==> config.mk <==
export PLATFORM = sky130hd
export DESIGN_NAME = funct_generator_core
export DESIGN_NICKNAME = d
export VERILOG_FILES = /design/src/rtl/funct_generator_pkg.sv /design/src/rtl/funct_generator_prescaler.sv /design/src/rtl/funct_generator_core.sv
export SDC_FILE = /design/constraint.sdc
export NUM_CORES = 1
export LEC_CHECK = 0
export ABC_AREA = 1
export CAP_MARGIN = 30
export CORE_AREA = 2 2 90 92
export DETAILED_ROUTE_END_ITERATION = 8
export DIE_AREA = 0 0 92 94
export PLACE_DENSITY = 0.72
export SLEW_MARGIN = 0
export SYNTH_ARGS = -nofsm -noshare
export SYNTH_HDL_FRONTEND = slang
export SYNTH_SLANG_ARGS = --single-unit
==> constraint.sdc <==
create_clock -name clk -period 5.1 [get_ports clk]
set_input_delay 0.765 -clock clk [delete_from_list [all_inputs] [get_ports clk]]
set_output_delay 0.765 -clock clk [all_outputs]
set_load 0.005 [all_outputs]
==> src/rtl/funct_generator_pkg.sv <==
// Shared types and constants for the function generator core and its prescaler.
package funct_generator_pkg;

    localparam int DEFAULT_DATA_WIDTH = 8;
    localparam int DEFAULT_DIV_WIDTH  = 16;
    localparam int DEFAULT_SAMPLE_MAX = (1 << DEFAULT_DATA_WIDTH) - 1;

    typedef enum logic [1:0] {
        WAVE_RAMP = 2'b00,
        WAVE_TRI  = 2'b01,
        WAVE_SQR  = 2'b10,
        WAVE_DC   = 2'b11
    } wave_e;

    typedef enum logic {
        ST_IDLE = 1'b0,
        ST_RUN  = 1'b1
    } state_e;

endpackage

==> src/rtl/funct_generator_prescaler.sv <==
// Rate divider: counts 0..div and raises tick on the terminal count, held at zero while clr is high.
module funct_generator_prescaler
    import funct_generator_pkg::*;
#(
    parameter int DIV_WIDTH = DEFAULT_DIV_WIDTH
) (
    input  logic                 clk,
    input  logic                 rst_n,
    input  logic                 clr,
    input  logic [DIV_WIDTH-1:0] div,
    output logic                 tick
);

    logic [DIV_WIDTH-1:0] count_q;
    logic [DIV_WIDTH-1:0] count_d;

    always_comb begin
        tick    = 1'b0;
        count_d = count_q;
        if (clr) begin
            count_d = '0;
        end else if (count_q == div) begin
            tick    = 1'b1;
            count_d = '0;
        end else begin
            count_d = count_q + 1'b1;
        end
    end

    always_ff @(posedge clk) begin
        if (!rst_n) begin
            count_q <= '0;
        end else begin
            count_q <= count_d;
        end
    end

endmodule

==> src/rtl/funct_generator_core.sv <==
// Waveform sample source: ramp/triangle/square/DC at a programmable tick rate,
// feeding a downstream sample register through sample/sample_en/sample_clr.
module funct_generator_core
    import funct_generator_pkg::*;
#(
    parameter int DATA_WIDTH = DEFAULT_DATA_WIDTH,
    parameter int DIV_WIDTH  = DEFAULT_DIV_WIDTH
) (
    input  logic                  clk,
    input  logic                  rst_n,
    input  logic                  start,
    input  logic                  stop,
    input  logic [1:0]            wave_sel,
    input  logic [DIV_WIDTH-1:0]  div,
    input  logic [DATA_WIDTH-1:0] step,
    output logic [DATA_WIDTH-1:0] sample,
    output logic                  sample_en,
    output logic                  sample_clr,
    output logic                  busy
);

    localparam logic [DATA_WIDTH-1:0] MAX = {DATA_WIDTH{1'b1}};

    state_e                state_q,      state_d;
    wave_e                 wave_q,       wave_d;
    logic [DIV_WIDTH-1:0]  div_q,        div_d;
    logic [DATA_WIDTH-1:0] step_q,       step_d;
    logic [DATA_WIDTH-1:0] acc_q,        acc_d;
    logic                  dir_down_q,   dir_down_d;
    logic [DATA_WIDTH-1:0] sample_q,     sample_d;
    logic                  sample_en_q,  sample_en_d;
    logic                  sample_clr_q, sample_clr_d;

    logic                  tick;
    logic                  prescale_clr;
    logic [DATA_WIDTH-1:0] ramp_next;
    logic [DATA_WIDTH:0]   tri_sum;

    // Prescaler idles at zero outside RUN so the first tick lands div+1 cycles into a run.
    assign prescale_clr = (state_q != ST_RUN);

    funct_generator_prescaler #(
        .DIV_WIDTH (DIV_WIDTH)
    ) u_prescaler (
        .clk   (clk),
        .rst_n (rst_n),
        .clr   (prescale_clr),
        .div   (div_q),
        .tick  (tick)
    );

    always_comb begin
        state_d      = state_q;
        wave_d       = wave_q;
        div_d        = div_q;
        step_d       = step_q;
        acc_d        = acc_q;
        dir_down_d   = dir_down_q;
        sample_d     = sample_q;
        sample_en_d  = 1'b0;
        sample_clr_d = 1'b0;
        ramp_next    = acc_q + step_q;
        tri_sum      = {1'b0, acc_q} + {1'b0, step_q};

        case (state_q)
            ST_IDLE: begin
                if (start && !stop) begin
                    state_d      = ST_RUN;
                    wave_d       = wave_e'(wave_sel);
                    div_d        = div;
                    step_d       = step;
                    acc_d        = '0;
                    dir_down_d   = 1'b0;
                    sample_d     = '0;
                    sample_clr_d = 1'b1;
                end
            end
            ST_RUN: begin
                // A tick coinciding with stop is still issued before returning to IDLE.
                if (tick) begin
                    sample_en_d = 1'b1;
                    case (wave_q)
                        WAVE_RAMP: begin
                            acc_d    = ramp_next;
                            sample_d = ramp_next;
                        end
                        WAVE_TRI: begin
                            if (!dir_down_q) begin
                                if (tri_sum >= {1'b0, MAX}) begin
                                    acc_d      = MAX;
                                    dir_down_d = 1'b1;
                                end else begin
                                    acc_d = tri_sum[DATA_WIDTH-1:0];
                                end
                            end else begin
                                if (acc_q <= step_q) begin
                                    acc_d      = '0;
                                    dir_down_d = 1'b0;
                                end else begin
                                    acc_d = acc_q - step_q;
                                end
                            end
                            sample_d = acc_d;
                        end
                        WAVE_SQR: begin
                            acc_d    = ramp_next;
                            sample_d = ramp_next[DATA_WIDTH-1] ? '0 : MAX;
                        end
                        default: begin
                            sample_d = '0;
                        end
                    endcase
                end
                if (stop) begin
                    state_d = ST_IDLE;
                end
            end
            default: begin
                state_d = ST_IDLE;
            end
        endcase
    end

    always_ff @(posedge clk) begin
        if (!rst_n) begin
            state_q      <= ST_IDLE;
            wave_q       <= WAVE_RAMP;
            div_q        <= '0;
            step_q       <= '0;
            acc_q        <= '0;
            dir_down_q   <= 1'b0;
            sample_q     <= '0;
            sample_en_q  <= 1'b0;
            sample_clr_q <= 1'b0;
        end else begin
            state_q      <= state_d;
            wave_q       <= wave_d;
            div_q        <= div_d;
            step_q       <= step_d;
            acc_q        <= acc_d;
            dir_down_q   <= dir_down_d;
            sample_q     <= sample_d;
            sample_en_q  <= sample_en_d;
            sample_clr_q <= sample_clr_d;
        end
    end

    assign sample     = sample_q;
    assign sample_en  = sample_en_q;
    assign sample_clr = sample_clr_q;
    assign busy       = (state_q == ST_RUN);

endmodule

==> out/results.ini, run 1 <==
[run_status]
status=finished clean

[drt]
drc_errors=0
post_drt_via_cell_ratio=5.22
routed_wl_um=8870
wire_per_inst_um=13.0
detail_route.first_pass.iterations=5
vias=3557
drt_iter0_drc=164
detail-route-antenna-nets=0

[timing]
final_max_slew_viol_count=0
tns_ps=0
post-route-period-util_pct=53.3
min_period_ps=2720
max_freq_mhz=368
hold_viol=0
fin_ws_ps=2380
skew_ps=9.94
setup_viol=0
rsz0062_at_grt=false
worst_slew_pin_slew_ps=945
slew_headroom_pct=36.8

[power_and_ir_drop]
ir_drop_mv=0.184
powerDensity_nw_per_um2=258
power.leakage_nw=1.82
fin_total_pwr_w=0.00113

[placed_design]
portBuffers=40
pre_cts_ws_ps=2020
gp_congestion=0.937
hpwl_um=6720

[cells_and_area]
fin_util_pct=57.7
nFillCells=733
area.growth.synth_to_final_pct=18.2
seq_area_um2=1240
nets=624
drive_gt1_share_pct=8.64
multi_input_area_um2=2090
diodes=0

[clock_tree]
cts_root_buffer=clkbuf_8
clk_pin_slew_ps=70
cts_tree=built
cts_resized=0
clockBufferDepth=2
htreeDepth=3
hold_buffers=0
numCtsBuffers=9
cts.sinks=62
clk-insertion-delay-late_ps=330
post_cts_buffers=0

[job]
drv_cap=0

[synthesis]
yosysTopAreaCell=dfxtp_1
synth_nets=589
ys_warn_count=0
synth_edf_count=0
yosys_most_used_dff=dfxtp_1
yosysTopAreaCellShare_pct=33.4
synth_cells=540
postSynthAreaPerCell_um2=6.87
seq_area_frac_synth_pct=33.4
netlist_area_um2=3710
async_flop_share_pct=0
ys_seq_elements=62
ys_top_cells_by_area=dfxtp_1, nand2_1, a21oi_1
synth_cell_types=40

[worst_setup_path]
end_kind=flop
worstPathCellList=clkdlybuf4s50_1 > clkinv_1 > a21oi_1
max_stage_delay_ps=1090
critPathLaunchType=input port
worstPathArrival_ps=2960
crit_type=in -> reg
slowest_stage=clkdlybuf4s50_1
timing.critical_path.fanout_max=30
critPathRequiredTime_ps=5340

[worst_hold_path]
hold_path.class=reg -> reg

[floorplanning]
rows=32
initial_utilization_pct=48.8
io_pins=41
core_area_um2=7610
dieArea_um2=8650
die_h_um=94
dieWidth_um=92

[global_route]
antenna_found_initial=0
grt.total_usage_pct=21.9
grt_pass1_wl_um=15300
grt_pass1_vias=3375
overflow=0
grt_start_max_net_pins=35

-- synthesized netlist by cell type, types with 3 or more instances --
| library cell | count |
|---|---|
| inv_1 | 65 |
| inv_2 | 10 |
| dfxtp_1 | 62 |
| nor3b_1 | 4 |
| o21ai_0 | 33 |
| o21a_1 | 3 |
| o21ai_1 | 6 |
| a21oi_1 | 55 |
| clkbuf_1 | 12 |
| nand4_1 | 15 |
| xor2_1 | 9 |
| nor2_2 | 3 |
| clkinv_1 | 3 |
| buf_2 | 4 |
| ha_1 | 17 |
| xnor2_1 | 5 |
| nand3_2 | 7 |
| nor2_1 | 25 |
| nor3_1 | 5 |
| nand3_1 | 43 |
| nand2_1 | 129 |
-- power breakdown --
part           leakage, nW  switching, W  internal (W)
Combinational         1.21      0.000106     0.0000714
Clock                0.104      0.000180      0.000262
Sequential           0.505     0.0000130      0.000501
Total                 1.82      0.000299      0.000834
-- state kept, by name, indices dropped and copies added, names as in the netlist --
| signal | flops |
|---|---|
| div_q | 16 |
| u_prescaler.count_q | 16 |
| acc_q | 8 |
| sample | 8 |
| step_q | 8 |
| wave_q | 2 |
| busy | 1 |
| dir_down_q | 1 |
| sample_clr | 1 |
| sample_en | 1 |
-- per-stage QoR --
| stage | cells | area [um2] | hold WS (ps) |
|---|---|---|---|
| floorplan | 540 | 3710 | 436 |
| global placement | 665 | 4160 | 448 |
| detailed placement | 665 | 4160 | 452 |
| CTS | 680 | 4370 | 461 |
| global route | 681 | 4390 | 486 |
| finish | 681 | 4390 | 459 |
-- cells by family (layout without fill, tap and decap cells) --
kind of cell / Yosys count / in the layout / synth area share [%]
adders and majority gates: 19 / 19 / 6.81
and+or+nand+nor: 242 / 242 / 30.6
xor gates and xnor gates: 14 / 14 / 3.30
AOI/OAI and AO/OA: 107 / 107 / 15.7
buffers and inverters: 96 / 135 / 10.1
DFF: 62 / 62 / 33.4
-- worst max-delay path, delay by kind of cell --
family | cells | cell delay (ps)
buf+inv | 2 | 1850
compound gates | 1 | 340
-- cell type report --
type | instances | area share [%]
Sequential cell | 62 | 28.3
Tap cell | 102 | 2.91
Multi-Input combinational cell | 382 | 47.7
Timing Repair Buffer | 42 | 9.64
Clock buffer | 12 | 3.76
Inverter | 78 | 6.67
Clock inverter | 3 | 0.970
-- cell usage in the layout (no fill, tap or decap), types with 2 or more instances in the layout --
cell	count
o21bai_1	2
a21oi_1	55
a21oi_2	2
fa_1	2
inv_1	65
nor4_2	2
dfxtp_1	62
nand2_1	129
nor2_1	25
or2_2	2
clkinv_1	3
nor2_2	3
nand3_2	7
o21ai_0	33
clkbuf_8	12
xnor2_1	5
o21ai_1	6
nor3_1	5
clkdlybuf4s50_1	40
ha_1	17
nand4_1	15
xor2_1	9
inv_2	10
nor3_2	2
nand3_1	43
o21a_1	3
nor3b_1	4
-- routing by layer --
layer | wire, um | GRT usage (%)
met1 | 3790 | 25.6
met2 | 4580 | 40.5
met3 | 338 | 3.53
met4 | 163 | 7.34
met5 | 0 | 0
-- path summary, 6_finish.rpt --
check | end | depth (start not counted) | startpoint | slack [ps]
min | div_q[14] | 2 | div_q[14] | 460
min reg2reg | div_q[14] | 2 | div_q[14] | 460
max reg2reg | acc_q[0] | 13 | step_q[3] | 2640
max | sample[3] | 3 | rst_n | 2380
(Power assumes the default switching activity.)
==> inputs of run 2 (changes only) <==
==> constraint.sdc (replaced) <==
create_clock -name clk -period 2.6 [get_ports clk]
set_input_delay 0.39 -clock clk [delete_from_list [all_inputs] [get_ports clk]]
set_output_delay 0.39 -clock clk [all_outputs]
set_load 0.005 [all_outputs]
==> out/results.ini, run 2 (synthesis results as in run 1) <==
[run_status]
status=finished clean

[worst_setup_path]
crit_path_start=step_q[5]
rr_startpoint=step_q[5]
r2r-end=acc_q[1]
crit_type=reg -> reg
worstPathArrival_ps=2640
timing.critical_path.fanout_max=8
critPathRequiredTime_ps=2810
cp-endpoint=acc_q[1]
r2r_setup_slack_ps=170
end_kind=flop
critPathLaunchType=flop
reg2reg_depth=14

[clock_tree]
cts.sinks=62
cts_resized=0
cts_tree=built
cts_root_buffer=clkbuf_8
numCtsBuffers=9
clk_pin_slew_ps=70
clockBufferDepth=2
hold_buffers=0
htreeDepth=3
clk-insertion-delay-late_ps=350
post_cts_buffers=0

[cells_and_area]
final_cell_mix=nand2_1, inv_1, dfxtp_1, a21oi_1, nand3_1
diodes=0
nets=627
nFillCells=736
fin_util_pct=58.4
reg_top3=div_q (16), u_prescaler.count_q (16)
area.growth.synth_to_final_pct=19.6
drive_gt1_share_pct=9.26
layout_commonest_cell=nand2_1

[drt]
vias=3659
routed_wl_um=9260
wire_per_inst_um=13.5
post_drt_via_cell_ratio=5.34
detail_route.first_pass.iterations=5
drt_iter0_drc=232
drc_errors=0
detail-route-antenna-nets=0

[timing]
fin_ws_ps=173
slew_headroom_pct=46.2
hold_viol=0
rsz0062_at_grt=false
worst_slew_pin_slew_ps=801
post-route-period-util_pct=93.4
setup_viol=0
tns_ps=0
final_max_slew_viol_count=0
max_freq_mhz=412
skew_ps=7.84
min_period_ps=2430

[power_and_ir_drop]
fin_total_pwr_w=0.00234
powerDensity_nw_per_um2=526
ir_drop_mv=0.512
power.leakage_nw=1.84

[job]
drv_cap=0

[global_route]
antenna_found_initial=0
grt_pass1_wl_um=15600
grt_start_max_net_pins=62
grt.total_usage_pct=22.9
overflow=0
grt_pass1_vias=3520

[floorplanning]
die_h_um=94
core_area_um2=7610
dieWidth_um=92
dieArea_um2=8650
rows=32
io_pins=41
initial_utilization_pct=48.8

[placed_design]
pre_cts_ws_ps=181
gp_congestion=0.951
hpwl_um=6900
portBuffers=40

[worst_hold_path]
hold_path.class=reg -> reg

==> run 2: worst max-delay path, stage by stage, from the launching register on <==
cell     delay, ps
dfxtp_1        370
inv_1           80
ha_1           440
nor2_2         230
nand4_1        170
nand3_1        120
nand2_1         50
nand2_1        150
nor2_1          80
nand2_1        140
nand4_1        130
nand2_1        120
nand2_1         60
nand3_1        100
a21oi_1         70
==> run 2: final cells by class <==
cell class	count	area, um2	share of cell area (%)
clock buffer	11	141	3.18
clock inverter	5	81.3	1.83
inverter	78	293	6.59
multi-input combinational	382	2110	47.4
sequential	62	1240	28.0
tap	102	128	2.87
timing repair buffer	45	450	10.1
==> run 2: layer usage <==
layer	up-vias	track usage, %	part of all wire, %	wire, um
li1	1840	-	-	-
met1	1671	26.0	41	3830
met2	112	40.3	50	4610
met3	36	4.49	4.9	453
met4	0	12.7	4.0	369
met5	-	0	0	0
==> run 2: power breakdown <==
group / internal [W] / total [W] / switching [W] / leakage, nW
clock: 0.000568 / 0.000971 / 0.000403 / 0.110
combinational: 0.000144 / 0.000358 / 0.000214 / 1.23
sequential: 0.000982 / 0.00101 / 0.0000254 / 0.505
total: 0.00169 / 0.00234 / 0.000643 / 1.84
==> run 2: metrics by stage <==
stage	instance area (um2)	hold slack [ps]	cells
6_report	4440	461	685
5_1_grt	4440	484	685
4_1_cts	4430	467	685
3_5_place_dp	4210	457	669
3_3_place_gp	4210	444	669
2_1_floorplan	3710	436	540
==> run 2: worst min-delay path by stage <==
stage	startpoint	to	slack (ps)	cells past startpoint
4_1_cts	div_q[15]	div_q[15]	470	2
6_report	div_q[15]	div_q[15]	460	2
3_5_place_dp	div_q[15]	div_q[15]	460	2
3_3_place_gp	div_q[14]	div_q[14]	440	2
2_1_floorplan	div_q[14]	div_q[14]	440	2
5_1_grt	div_q[7]	div_q[7]	480	2
